--- src/rtl/sv39_tlb_pkg.sv ---
// Shared Sv39 TLB types: PTE layout, cached entry format, access kinds and address helpers.
package sv39_tlb_pkg;

  localparam logic [3:0] SATP_BARE = 4'd0;
  localparam logic [3:0] SATP_SV39 = 4'd8;

  localparam logic [1:0] LVL_4K = 2'd0;
  localparam logic [1:0] LVL_2M = 2'd1;
  localparam logic [1:0] LVL_1G = 2'd2;

  typedef enum logic [1:0] {
    ACC_FETCH = 2'd0,
    ACC_LOAD  = 2'd1,
    ACC_STORE = 2'd2
  } acc_type_e;

  typedef struct packed {
    logic d;
    logic a;
    logic g;
    logic u;
    logic x;
    logic w;
    logic r;
    logic v;
  } pte_flags_t;

  typedef struct packed {
    logic [9:0]  rsvd;
    logic [43:0] ppn;
    logic [1:0]  rsw;
    pte_flags_t  flags;
  } pte_t;

  // Flags that matter for the permission check (G is irrelevant without ASIDs).
  typedef struct packed {
    logic d;
    logic a;
    logic u;
    logic x;
    logic w;
    logic r;
    logic v;
  } perm_flags_t;

  typedef struct packed {
    logic        valid;
    logic [26:0] vpn;
    logic [43:0] ppn;
    logic [1:0]  level;
    logic        u;
    logic        x;
    logic        w;
    logic        r;
    logic        a;
    logic        d;
  } tlb_entry_t;

  function automatic acc_type_e acc_decode(input logic [1:0] acc);
    case (acc)
      2'd0:    return ACC_FETCH;
      2'd2:    return ACC_STORE;
      default: return ACC_LOAD;
    endcase
  endfunction

  function automatic pte_t pte_decode(input logic [63:0] raw);
    return pte_t'(raw);
  endfunction

  function automatic logic va_canonical(input logic [63:0] va);
    return va[63:39] == {25{va[38]}};
  endfunction

  function automatic logic vpn_match(input logic [26:0] e_vpn, input logic [1:0] level,
                                     input logic [26:0] vpn);
    return (e_vpn[26:18] == vpn[26:18]) &&
           ((level == LVL_1G) || (e_vpn[17:9] == vpn[17:9])) &&
           ((level != LVL_4K) || (e_vpn[8:0] == vpn[8:0]));
  endfunction

  function automatic logic [55:0] make_pa(input logic [43:0] ppn, input logic [1:0] level,
                                          input logic [38:0] va);
    case (level)
      LVL_1G:  return {ppn[43:18], va[29:0]};
      LVL_2M:  return {ppn[43:9], va[20:0]};
      LVL_4K:  return {ppn, va[11:0]};
      default: return '0;
    endcase
  endfunction

endpackage

--- src/rtl/sv39_tlb_if.sv ---
// Request/response, satp/sfence and page-table-walker signals of the Sv39 TLB.
interface sv39_tlb_if #(
    parameter int unsigned ADDR_WIDTH = 64
);
    logic                  req_valid;
    logic [ADDR_WIDTH-1:0] req_va;
    logic [1:0]            req_acc;
    logic                  priv_u;
    logic [3:0]            satp_mode;
    logic [43:0]           satp_ppn;
    logic                  sfence;

    logic                  resp_valid;
    logic [ADDR_WIDTH-1:0] resp_pa;
    logic                  resp_fault;

    logic                  walk_req;
    logic [ADDR_WIDTH-1:0] walk_va;
    logic [ADDR_WIDTH-1:0] walk_ppn_base;
    logic [ADDR_WIDTH-1:0] walk_pte;
    logic                  walk_finish;
    logic [1:0]            walk_level;

    modport master (
        output req_valid, req_va, req_acc, priv_u, satp_mode, satp_ppn, sfence,
        output walk_pte, walk_finish, walk_level,
        input  resp_valid, resp_pa, resp_fault,
        input  walk_req, walk_va, walk_ppn_base
    );

    modport slave (
        input  req_valid, req_va, req_acc, priv_u, satp_mode, satp_ppn, sfence,
        input  walk_pte, walk_finish, walk_level,
        output resp_valid, resp_pa, resp_fault,
        output walk_req, walk_va, walk_ppn_base
    );
endinterface

--- src/rtl/sv39_tlb_perm_check.sv ---
// Leaf-PTE sanity and access-permission check shared by the hit path and the walk-response path.
module tlb_perm_check
    import sv39_tlb_pkg::*;
(
    input  perm_flags_t flags,
    input  logic [1:0]  level,
    input  logic [43:0] ppn,
    input  acc_type_e   acc,
    input  logic        priv_u,
    output logic        fault
);
    logic malformed;
    logic misaligned;
    logic no_access;
    logic unused_ppn;

    assign unused_ppn = ^ppn[43:18];

    always_comb begin
        malformed = !flags.v || (!flags.r && flags.w) || (!flags.r && !flags.w && !flags.x);

        // Superpage PPN must be aligned to the page size; level 3 never comes from a real walk.
        case (level)
            LVL_1G:  misaligned = |ppn[17:0];
            LVL_2M:  misaligned = |ppn[8:0];
            LVL_4K:  misaligned = 1'b0;
            default: misaligned = 1'b1;
        endcase

        case (acc)
            ACC_FETCH: no_access = !flags.x;
            ACC_STORE: no_access = !(flags.w && flags.d);
            default:   no_access = !flags.r;
        endcase

        fault = malformed || misaligned || no_access || !flags.a || (priv_u != flags.u);
    end
endmodule

--- src/rtl/sv39_tlb.sv ---
// Fully-associative Sv39 TLB: zero-latency hits, single outstanding walk on a miss, RR refill.
module sv39_tlb
    import sv39_tlb_pkg::*;
#(
    parameter int unsigned ADDR_WIDTH = 64,
    parameter int unsigned ENTRIES    = 8
) (
    input logic       clk,
    input logic       rstn,
    sv39_tlb_if.slave bus
);
    localparam int unsigned IDX_W = $clog2(ENTRIES);

    typedef enum logic [1:0] {S_IDLE, S_WALK, S_WAIT, S_RESP} state_e;

    state_e                state, state_nx;
    tlb_entry_t            tlb [ENTRIES];
    logic [IDX_W-1:0]      rr_ptr, victim;
    logic                  victim_free;
    logic                  sfence_seen;
    logic [ADDR_WIDTH-1:0] walk_va_r, walk_base_r;
    logic [43:0]           ppn_r;
    perm_flags_t           flags_r;
    logic [1:0]            level_r;

    pte_t                  pte_in;
    logic                  unused_pte;
    acc_type_e             acc;
    logic                  is_sv39, canon;

    logic                  hit;
    logic [43:0]           hit_ppn;
    logic [1:0]            hit_level;
    perm_flags_t           hit_flags;
    logic                  hit_fault, walk_fault;

    logic                  resp_valid, resp_fault, walk_req, refill;
    logic [ADDR_WIDTH-1:0] resp_pa;

    assign pte_in     = pte_decode(bus.walk_pte);
    assign unused_pte = ^{pte_in.rsvd, pte_in.rsw, pte_in.flags.g};
    assign acc        = acc_decode(bus.req_acc);
    assign is_sv39    = (bus.satp_mode == SATP_SV39);
    assign canon      = va_canonical(bus.req_va);

    always_comb begin
        hit       = 1'b0;
        hit_ppn   = '0;
        hit_level = '0;
        hit_flags = '0;
        for (int unsigned i = 0; i < ENTRIES; i++) begin
            if (tlb[i].valid && vpn_match(tlb[i].vpn, tlb[i].level, bus.req_va[38:12])) begin
                hit       = 1'b1;
                hit_ppn   = tlb[i].ppn;
                hit_level = tlb[i].level;
                hit_flags = '{d: tlb[i].d, a: tlb[i].a, u: tlb[i].u, x: tlb[i].x,
                              w: tlb[i].w, r: tlb[i].r, v: 1'b1};
            end
        end
    end

    always_comb begin
        victim      = rr_ptr;
        victim_free = 1'b0;
        for (int unsigned i = 0; i < ENTRIES; i++) begin
            if (!victim_free && !tlb[i].valid) begin
                victim      = IDX_W'(i);
                victim_free = 1'b1;
            end
        end
    end

    tlb_perm_check u_hit_chk (
        .flags  (hit_flags),
        .level  (hit_level),
        .ppn    (hit_ppn),
        .acc    (acc),
        .priv_u (bus.priv_u),
        .fault  (hit_fault)
    );

    tlb_perm_check u_resp_chk (
        .flags  (flags_r),
        .level  (level_r),
        .ppn    (ppn_r),
        .acc    (acc),
        .priv_u (bus.priv_u),
        .fault  (walk_fault)
    );

    always_comb begin
        state_nx   = state;
        resp_valid = 1'b0;
        resp_pa    = '0;
        resp_fault = 1'b0;
        walk_req   = 1'b0;
        refill     = 1'b0;
        case (state)
            S_IDLE: begin
                if (bus.req_valid) begin
                    if (!is_sv39) begin
                        resp_valid = 1'b1;
                        resp_pa    = bus.req_va;
                    end else if (!canon) begin
                        resp_valid = 1'b1;
                        resp_fault = 1'b1;
                    end else if (hit) begin
                        resp_valid = 1'b1;
                        resp_fault = hit_fault;
                        resp_pa    = hit_fault ? '0
                                   : ADDR_WIDTH'(make_pa(hit_ppn, hit_level, bus.req_va[38:0]));
                    end else begin
                        state_nx = S_WALK;
                    end
                end
            end
            S_WALK: begin
                walk_req = 1'b1;
                state_nx = S_WAIT;
            end
            S_WAIT: begin
                if (bus.walk_finish) state_nx = S_RESP;
            end
            S_RESP: begin
                resp_valid = 1'b1;
                resp_fault = walk_fault;
                resp_pa    = walk_fault ? '0
                           : ADDR_WIDTH'(make_pa(ppn_r, level_r, walk_va_r[38:0]));
                // A flush seen while this walk was in flight means the PTE may be stale.
                refill     = !walk_fault && !sfence_seen && !bus.sfence;
                state_nx   = S_IDLE;
            end
            default: state_nx = S_IDLE;
        endcase
    end

    always_ff @(posedge clk or negedge rstn) begin
        if (!rstn) state <= S_IDLE;
        else       state <= state_nx;
    end

    always_ff @(posedge clk or negedge rstn) begin
        if (!rstn) begin
            walk_va_r   <= '0;
            walk_base_r <= '0;
            ppn_r       <= '0;
            flags_r     <= '0;
            level_r     <= '0;
            sfence_seen <= 1'b0;
            rr_ptr      <= '0;
            for (int unsigned i = 0; i < ENTRIES; i++) tlb[i] <= '0;
        end else begin
            if (state == S_IDLE && state_nx == S_WALK) begin
                walk_va_r   <= bus.req_va;
                walk_base_r <= ADDR_WIDTH'(bus.satp_ppn);
            end
            if (state == S_WAIT && bus.walk_finish) begin
                ppn_r   <= pte_in.ppn;
                level_r <= bus.walk_level;
                flags_r <= '{d: pte_in.flags.d, a: pte_in.flags.a, u: pte_in.flags.u,
                             x: pte_in.flags.x, w: pte_in.flags.w, r: pte_in.flags.r,
                             v: pte_in.flags.v};
            end
            if (state == S_RESP)                      sfence_seen <= 1'b0;
            else if (bus.sfence && state != S_IDLE)   sfence_seen <= 1'b1;

            if (bus.sfence) begin
                for (int unsigned i = 0; i < ENTRIES; i++) tlb[i].valid <= 1'b0;
            end else if (refill) begin
                tlb[victim] <= '{valid: 1'b1, vpn: walk_va_r[38:12], ppn: ppn_r, level: level_r,
                                 u: flags_r.u, x: flags_r.x, w: flags_r.w, r: flags_r.r,
                                 a: flags_r.a, d: flags_r.d};
                if (!victim_free) rr_ptr <= rr_ptr + IDX_W'(1);
            end
        end
    end

    assign bus.resp_valid    = resp_valid;
    assign bus.resp_pa       = resp_pa;
    assign bus.resp_fault    = resp_fault;
    assign bus.walk_req      = walk_req;
    assign bus.walk_va       = walk_va_r;
    assign bus.walk_ppn_base = walk_base_r;

endmodule

--- src/flat_wrapper.sv ---
// flat-port wrapper written by rule: the top's interface ports become plain ports
module sv39_tlb_flat import sv39_tlb_pkg::*;
#(
    parameter int unsigned ADDR_WIDTH = 64,
    parameter int unsigned ENTRIES    = 8
)
  (clk, rstn, bus_req_valid, bus_req_va, bus_req_acc, bus_priv_u, bus_satp_mode, bus_satp_ppn, bus_sfence, bus_walk_pte, bus_walk_finish, bus_walk_level, bus_resp_valid, bus_resp_pa, bus_resp_fault, bus_walk_req, bus_walk_va, bus_walk_ppn_base);
  sv39_tlb_if #(.ADDR_WIDTH(ADDR_WIDTH)) bus_i ();
  input logic clk;
  input logic rstn;
  input wire logic [$bits(bus_i.req_valid)-1:0] bus_req_valid;
  input wire logic [$bits(bus_i.req_va)-1:0] bus_req_va;
  input wire logic [$bits(bus_i.req_acc)-1:0] bus_req_acc;
  input wire logic [$bits(bus_i.priv_u)-1:0] bus_priv_u;
  input wire logic [$bits(bus_i.satp_mode)-1:0] bus_satp_mode;
  input wire logic [$bits(bus_i.satp_ppn)-1:0] bus_satp_ppn;
  input wire logic [$bits(bus_i.sfence)-1:0] bus_sfence;
  input wire logic [$bits(bus_i.walk_pte)-1:0] bus_walk_pte;
  input wire logic [$bits(bus_i.walk_finish)-1:0] bus_walk_finish;
  input wire logic [$bits(bus_i.walk_level)-1:0] bus_walk_level;
  output wire logic [$bits(bus_i.resp_valid)-1:0] bus_resp_valid;
  output wire logic [$bits(bus_i.resp_pa)-1:0] bus_resp_pa;
  output wire logic [$bits(bus_i.resp_fault)-1:0] bus_resp_fault;
  output wire logic [$bits(bus_i.walk_req)-1:0] bus_walk_req;
  output wire logic [$bits(bus_i.walk_va)-1:0] bus_walk_va;
  output wire logic [$bits(bus_i.walk_ppn_base)-1:0] bus_walk_ppn_base;
  assign bus_i.req_valid = bus_req_valid;
  assign bus_i.req_va = bus_req_va;
  assign bus_i.req_acc = bus_req_acc;
  assign bus_i.priv_u = bus_priv_u;
  assign bus_i.satp_mode = bus_satp_mode;
  assign bus_i.satp_ppn = bus_satp_ppn;
  assign bus_i.sfence = bus_sfence;
  assign bus_i.walk_pte = bus_walk_pte;
  assign bus_i.walk_finish = bus_walk_finish;
  assign bus_i.walk_level = bus_walk_level;
  assign bus_resp_valid = bus_i.resp_valid;
  assign bus_resp_pa = bus_i.resp_pa;
  assign bus_resp_fault = bus_i.resp_fault;
  assign bus_walk_req = bus_i.walk_req;
  assign bus_walk_va = bus_i.walk_va;
  assign bus_walk_ppn_base = bus_i.walk_ppn_base;
  sv39_tlb #(.ADDR_WIDTH(ADDR_WIDTH), .ENTRIES(ENTRIES)) u_core (.clk(clk), .rstn(rstn), .bus(bus_i));
endmodule
--- config.mk ---
export PLATFORM = sky130hd
export DESIGN_NAME = sv39_tlb_flat
export DESIGN_NICKNAME = d
export VERILOG_FILES = /design/src/rtl/sv39_tlb_pkg.sv /design/src/rtl/sv39_tlb_if.sv /design/src/rtl/sv39_tlb_perm_check.sv /design/src/rtl/sv39_tlb.sv /design/src/flat_wrapper.sv
export SDC_FILE = /design/constraint.sdc
export NUM_CORES = 2
export LEC_CHECK = 0
export ABC_AREA = 1
export BUFFER_PORTS_ARGS = -buffer_cell sky130_fd_sc_hd__buf_2
export CORE_AREA = 2 2 287 232
export DETAILED_ROUTE_END_ITERATION = 10
export DIE_AREA = 0 0 289 234
export PLACE_DENSITY_LB_ADDON = 0.2
export REMOVE_ABC_BUFFERS = 1
export SYNTH_ARGS = -nofsm -noshare
export SYNTH_HDL_FRONTEND = slang
export SYNTH_HIERARCHICAL = 1
export SYNTH_SLANG_ARGS = --single-unit
--- constraint.sdc ---
create_clock -name clk -period 4.5 [get_ports clk]
set_clock_uncertainty 0.05 [all_clocks]
set_input_delay 0.225 -clock clk [delete_from_list [all_inputs] [get_ports clk]]
set_output_delay 0.225 -clock clk [all_outputs]
set_load 0.005 [all_outputs]
After elaboration in Yosys (flattened, before gate mapping)
Cells that the tools add are included.
Widths: inputs -> output; s select.
{ "word_totals": {"wordCells": 363, "in_bits": 186, "output_inout_bits": 195, "ff_bits": 807} }
{ "classes": {"n_reduce_logical": 123, "n_addsub": 1, "order_cmp": 2, "n_eq_ne": 46, "bitwise": 3, "muxes": 94} }
{ "op_table": {"columns": ["cell", "count"], "rows": [
  ["$bwmux 640", 1],
  ["$mux 640", 1],
  ["$mux 44", 8],
  ["$pmux 56 s3", 2],
  ["$mux 64", 4],
  ["$demux 80 s3", 1],
  ["$eq 9x9->1", 24],
  ["$pmux 64 s2", 1],
  ["$mux 56", 2],
  ["$mux 80", 1],
  ["$mux 7", 8],
  ["$logic_and 1x1->1", 45],
  ["$mux 1", 36],
  ["$reduce_or 18->1", 2],
  ["$eq 2x2->1 const B", 14],
  ["$logic_not 1->1", 28],
  ["$logic_or 1x1->1", 28],
  ["$mux 2", 13],
  ["$eq 25x25->1", 1],
  ["$mux 3", 8],
  ["$reduce_bool 2->1", 11],
  ["$reduce_or 9->1", 2],
  ["$logic_not 2->1", 5],
  ["$eq 2x1->1 const B", 4],
  ["13 further kinds", 19]
]} }

Longest topological paths before layout
{ "logic_depth": {"depth_word": 29, "ltp_mapped": 32, "ltp_nobuf": 29} }

Cells and area by module
The synthesis kept the hierarchy.
{ "by_module_without_submodules": {"columns": ["mod", "seq_area_each_um2", "instances", "cells_per_inst", "area_each_um2"], "rows": [
  ["sv39_tlb", 20194.4, 1, 4746, 38306.7],
  ["tlb_perm_check", 0.0, 2, 33, 147.6]
]} }

Worst setup path before layout
No wires, ideal clock.
{ "synth_timing": {"kind": "input -> output", "startpoint": "in bus_req_va[13]", "endpoint": "out bus_resp_pa[30]", "path_slack_ns": 0.618, "arrival_ns": 3.607, "required_ns": 4.225, "n_path_buf": 6, "stages": 26, "cell_sequence": "buf_4 inv_2 buf_6 or2_1 nand3_1 nor3_1 nand4_1 nand2_1 nand3_1 buf_2 clkbuf_1 clkbuf_1 nand2_1 o221ai_1 nand2_1 o21bai_1 nand3_1 nor2_1 nand3_1 or2_2 nor3b_2 nand2_2 nor2_4 buf_6 nand2_1 a21oi_1"} }
{ "synth_rtl": {"columns": ["item", "line_no", "rtl"], "rows": [
  ["start, declared", "flat_wrapper.sv:12", "input wire logic [$bits(bus_i.req_va)-1:0] bus_req_va;"],
  ["end, declared", "flat_wrapper.sv:22", "output wire logic [$bits(bus_i.resp_pa)-1:0] bus_resp_pa;"]
]} }

==> impl_metrics.toml <==
[status]
status = "finished with violations"
violations = "setup timing"

[routing]
drtPass1Iterations = 8
vias = 36160
wl_mm = 121.0
routed_via_density = 5.818
antenna_left = 0
first_iter_violations = 4844
wire_per_inst_um = 19.48
drc = 0

[grt]
grt-ovfl-total = 0
grt_pass1_wl_mm = 188.7
grt_pass1_vias = 33765
grt_max_degree = 142
antenna_found_initial = 2
grtUsageTotal_pct = 35.50

[worst_setup_path]
startpoint_type = "register"
critPathArrivalTime_ns = 4.84
cp_max_fo = 10
crit_top_cell = "nand2_1"
crit_type = "reg2out"
slowest_stage = "dfrtp_1"
crit_path_end_kind = "output pin"
crit_buf_inv = 6
crit_required_ns = 4.22
cp_top_family = "simple AND/OR/NAND/NOR gates"
cpPeakStageDelay_ns = 0.38

[clocking]
root_buffer = "clkbuf_16"
cts_max_path_buffers = 3
cts_made_buffers = 80
h-tree-depth = 3
cts.sinks = 807
path_clk_slew_ns = 0.06
clock_latency_ns = 0.65
cts_tree = "yes"

[power_and_ir_drop]
power.leakage_nw = 23.13
irDropWorstVdd_uv = 296.5
power_density_mw_per_mm2 = 362.6
power_w = 0.01705

[die]
dieArea_mm2 = 0.06763
placementRows = 84
start_util_pct = 59.43
fp.dieH_um = 234
core-area_mm2 = 0.06495
die_w_um = 289
boundaryPins = 381

[placement]
gp_congestion = 0.9014
port_buffers = 347
dp.final_hpwl_mm = 76.39
place_ws_ns = -0.3011

[synth]
synth_cell_types = 54
ys_async_sr_fraction_pct = 100.0
synth_enable_flop_cells = 0
synth_area_mm2 = 0.03860
synthCells = 4812
ys_seq_area_share_pct = 52.31
synth_area_per_cell_um2 = 8.022
synth_flop_cell = "dfrtp_1"
synth_warnings = 6
synth_seq_cells = 807

[timing]
maxSlewViolCount = 0
post-route-min-period_ns = 5.115
min_period_over_period_pct = 113.7
finalSetupViolations = 56
final.setup.worst_slack_ns = -0.6147
relSlewSlack_pct = 25.42
hold_violations = 0
holdWs_ns = 0.02568
timing.fmax_mhz = 195.5
final.setup.tns_ns = -27.65
worst_pin_slew_ns = 1.119
rsz0062_at_grt = "true"

[layout]
final_nets = 5483
post-route-util_pct = 72.39
synthToLayoutAreaGrowth_pct = 21.81
mostFrequentLayoutCells = "nand2_1 (1,390), dfrtp_1 (807), o21ai_0 (747), buf_2 (346), nor2_1 (335)"
layout-drive-gt1-share_pct = 16.08
final_common_cell = "nand2_1"

[min_path]
worstHoldPathType = "in2reg"

[run]
cap_violations = 0
## synthesized netlist by cell type (3+ instances only)
master     count  share of area (%)
o2111ai_1      3              0.068
ha_1           5               0.16
nor3_1        16               0.21
buf_2         46               0.60
nand2_1     1419                 14
a32o_1         4               0.10
a211oi_1       6               0.12
or2_2         19               0.31
nand3_1      232                3.0
nor4_1         7               0.11
nand4_1       29               0.47
nor2_1       357                3.5
inv_1        213                2.1
buf_1         12               0.12
or2_1          5              0.081
clkbuf_1     220                2.1
or2_0          5              0.081
xor2_1        62                1.4
inv_2         13               0.13
buf_6         10               0.29
o41ai_1        3              0.068
nor2_2         5              0.081
o221ai_1       4              0.091
o21ai_1        6              0.078
a21o_1        25               0.49
nand2_2        4              0.065
o21ai_0      754                9.8
a21oi_2        3              0.068
buf_4         46               0.89
nand3_2        5               0.13
a21oi_1      319                4.1
clkinv_1       4              0.039
a21boi_0      10               0.19
dfrtp_1      807                 52
o22ai_1       32               0.52
xnor2_1       77                1.7
## stage by stage
stage | cell area (um^2) | cells
after floorplan | 37110 | 4497
after global placement | 41850 | 5893
after detailed placement | 41850 | 5893
after CTS | 46640 | 6208
after global routing | 47020 | 6215
final | 47020 | 6215
## power breakdown
group	switching (W)	internal, W	leakage [nW]
clock network	0.00285	0.00398	1.33
logic	0.00131	0.000828	11.0
registers	0.000335	0.00776	10.8
## kinds of logic after synthesis
logic type	after synthesis	synth area share [%]
other	1	0.009715
muxes	2	0.05834
adders and majority gates	5	0.1621
and+or+nand+nor	2116	22.14
buffers and inverters	565	6.291
xor gates and xnor gates	139	3.154
DFF	807	52.31
AOI/OAI and AO/OA	1177	15.87
## area by class of cell
| type | count | area [um^2] |
|---|---|---|
| Inverter | 231 | 887.1 |
| Clock inverter | 24 | 256.5 |
| Sequential cell | 807 | 20190 |
| Clock buffer | 120 | 2406 |
| Antenna cell | 1 | 2.502 |
| Timing Repair Buffer | 713 | 5444 |
| Fill cell | 4866 | 17930 |
| Multi-Input combinational cell | 3459 | 16750 |
| Tap cell | 860 | 1076 |
## final timing paths
path	to	slack, ns	startpoint	cells past startpoint
worst max-delay path	bus_resp_pa[3]	-0.61	u_core/tlb[216]	27
worst min-delay path	u_core/bus.walk_va[25]	0.03	bus_req_va[25]	4
worst max register to register	u_core/tlb[120]	0.77	u_core/level_r[0]	11
worst min register to register	u_core/bus.walk_va[40]	0.42	u_core/bus.walk_va[40]	2
max in group asynchronous	u_core/bus.walk_va[34]	2.99	rstn	3
min in group asynchronous	u_core/ppn_r[38]	0.17	rstn	2
## flip-flops by register name, indices dropped and copies added (netlist names)
| name | cells |
|---|---|
| u_core/bus.walk_va | 64 |
| u_core/rr_ptr | 3 |
| u_core/tlb | 640 |
| u_core/flags_r | 7 |
| u_core/state | 2 |
| u_core/bus.walk_ppn_base | 44 |
| u_core/ppn_r | 44 |
| u_core/level_r | 2 |
| u_core/sfence_seen | 1 |
## metal layers
metal  GRT usage (%)  share of wire, %  vias to the layer above
li1                -                 -                    16568
met1           52.17                42                    17386
met2           53.35                45                     1953
met3           6.722                10                      251
met4           11.82               3.3                        2
met5               0            0.0050                        -
## worst min-delay path: cells and delay by family
family / cells / cell delay (ns)
and+or+nand+nor: 2 / 0.13
buffers and inverters: 2 / 0.30
## what timing repair did
item | 4_1_cts | 5_1_grt
hold buffers | 158 | 0
setup buffers | 10 | 6
hold endpoints to repair | 250 | 0
gates cloned | 4 | 2
endpoints found under the setup margin | 57 | 57
pin swaps | 21 | 39
resized for setup | 83 | 102
No activity file was read; power rests on OpenSTA's default activity.
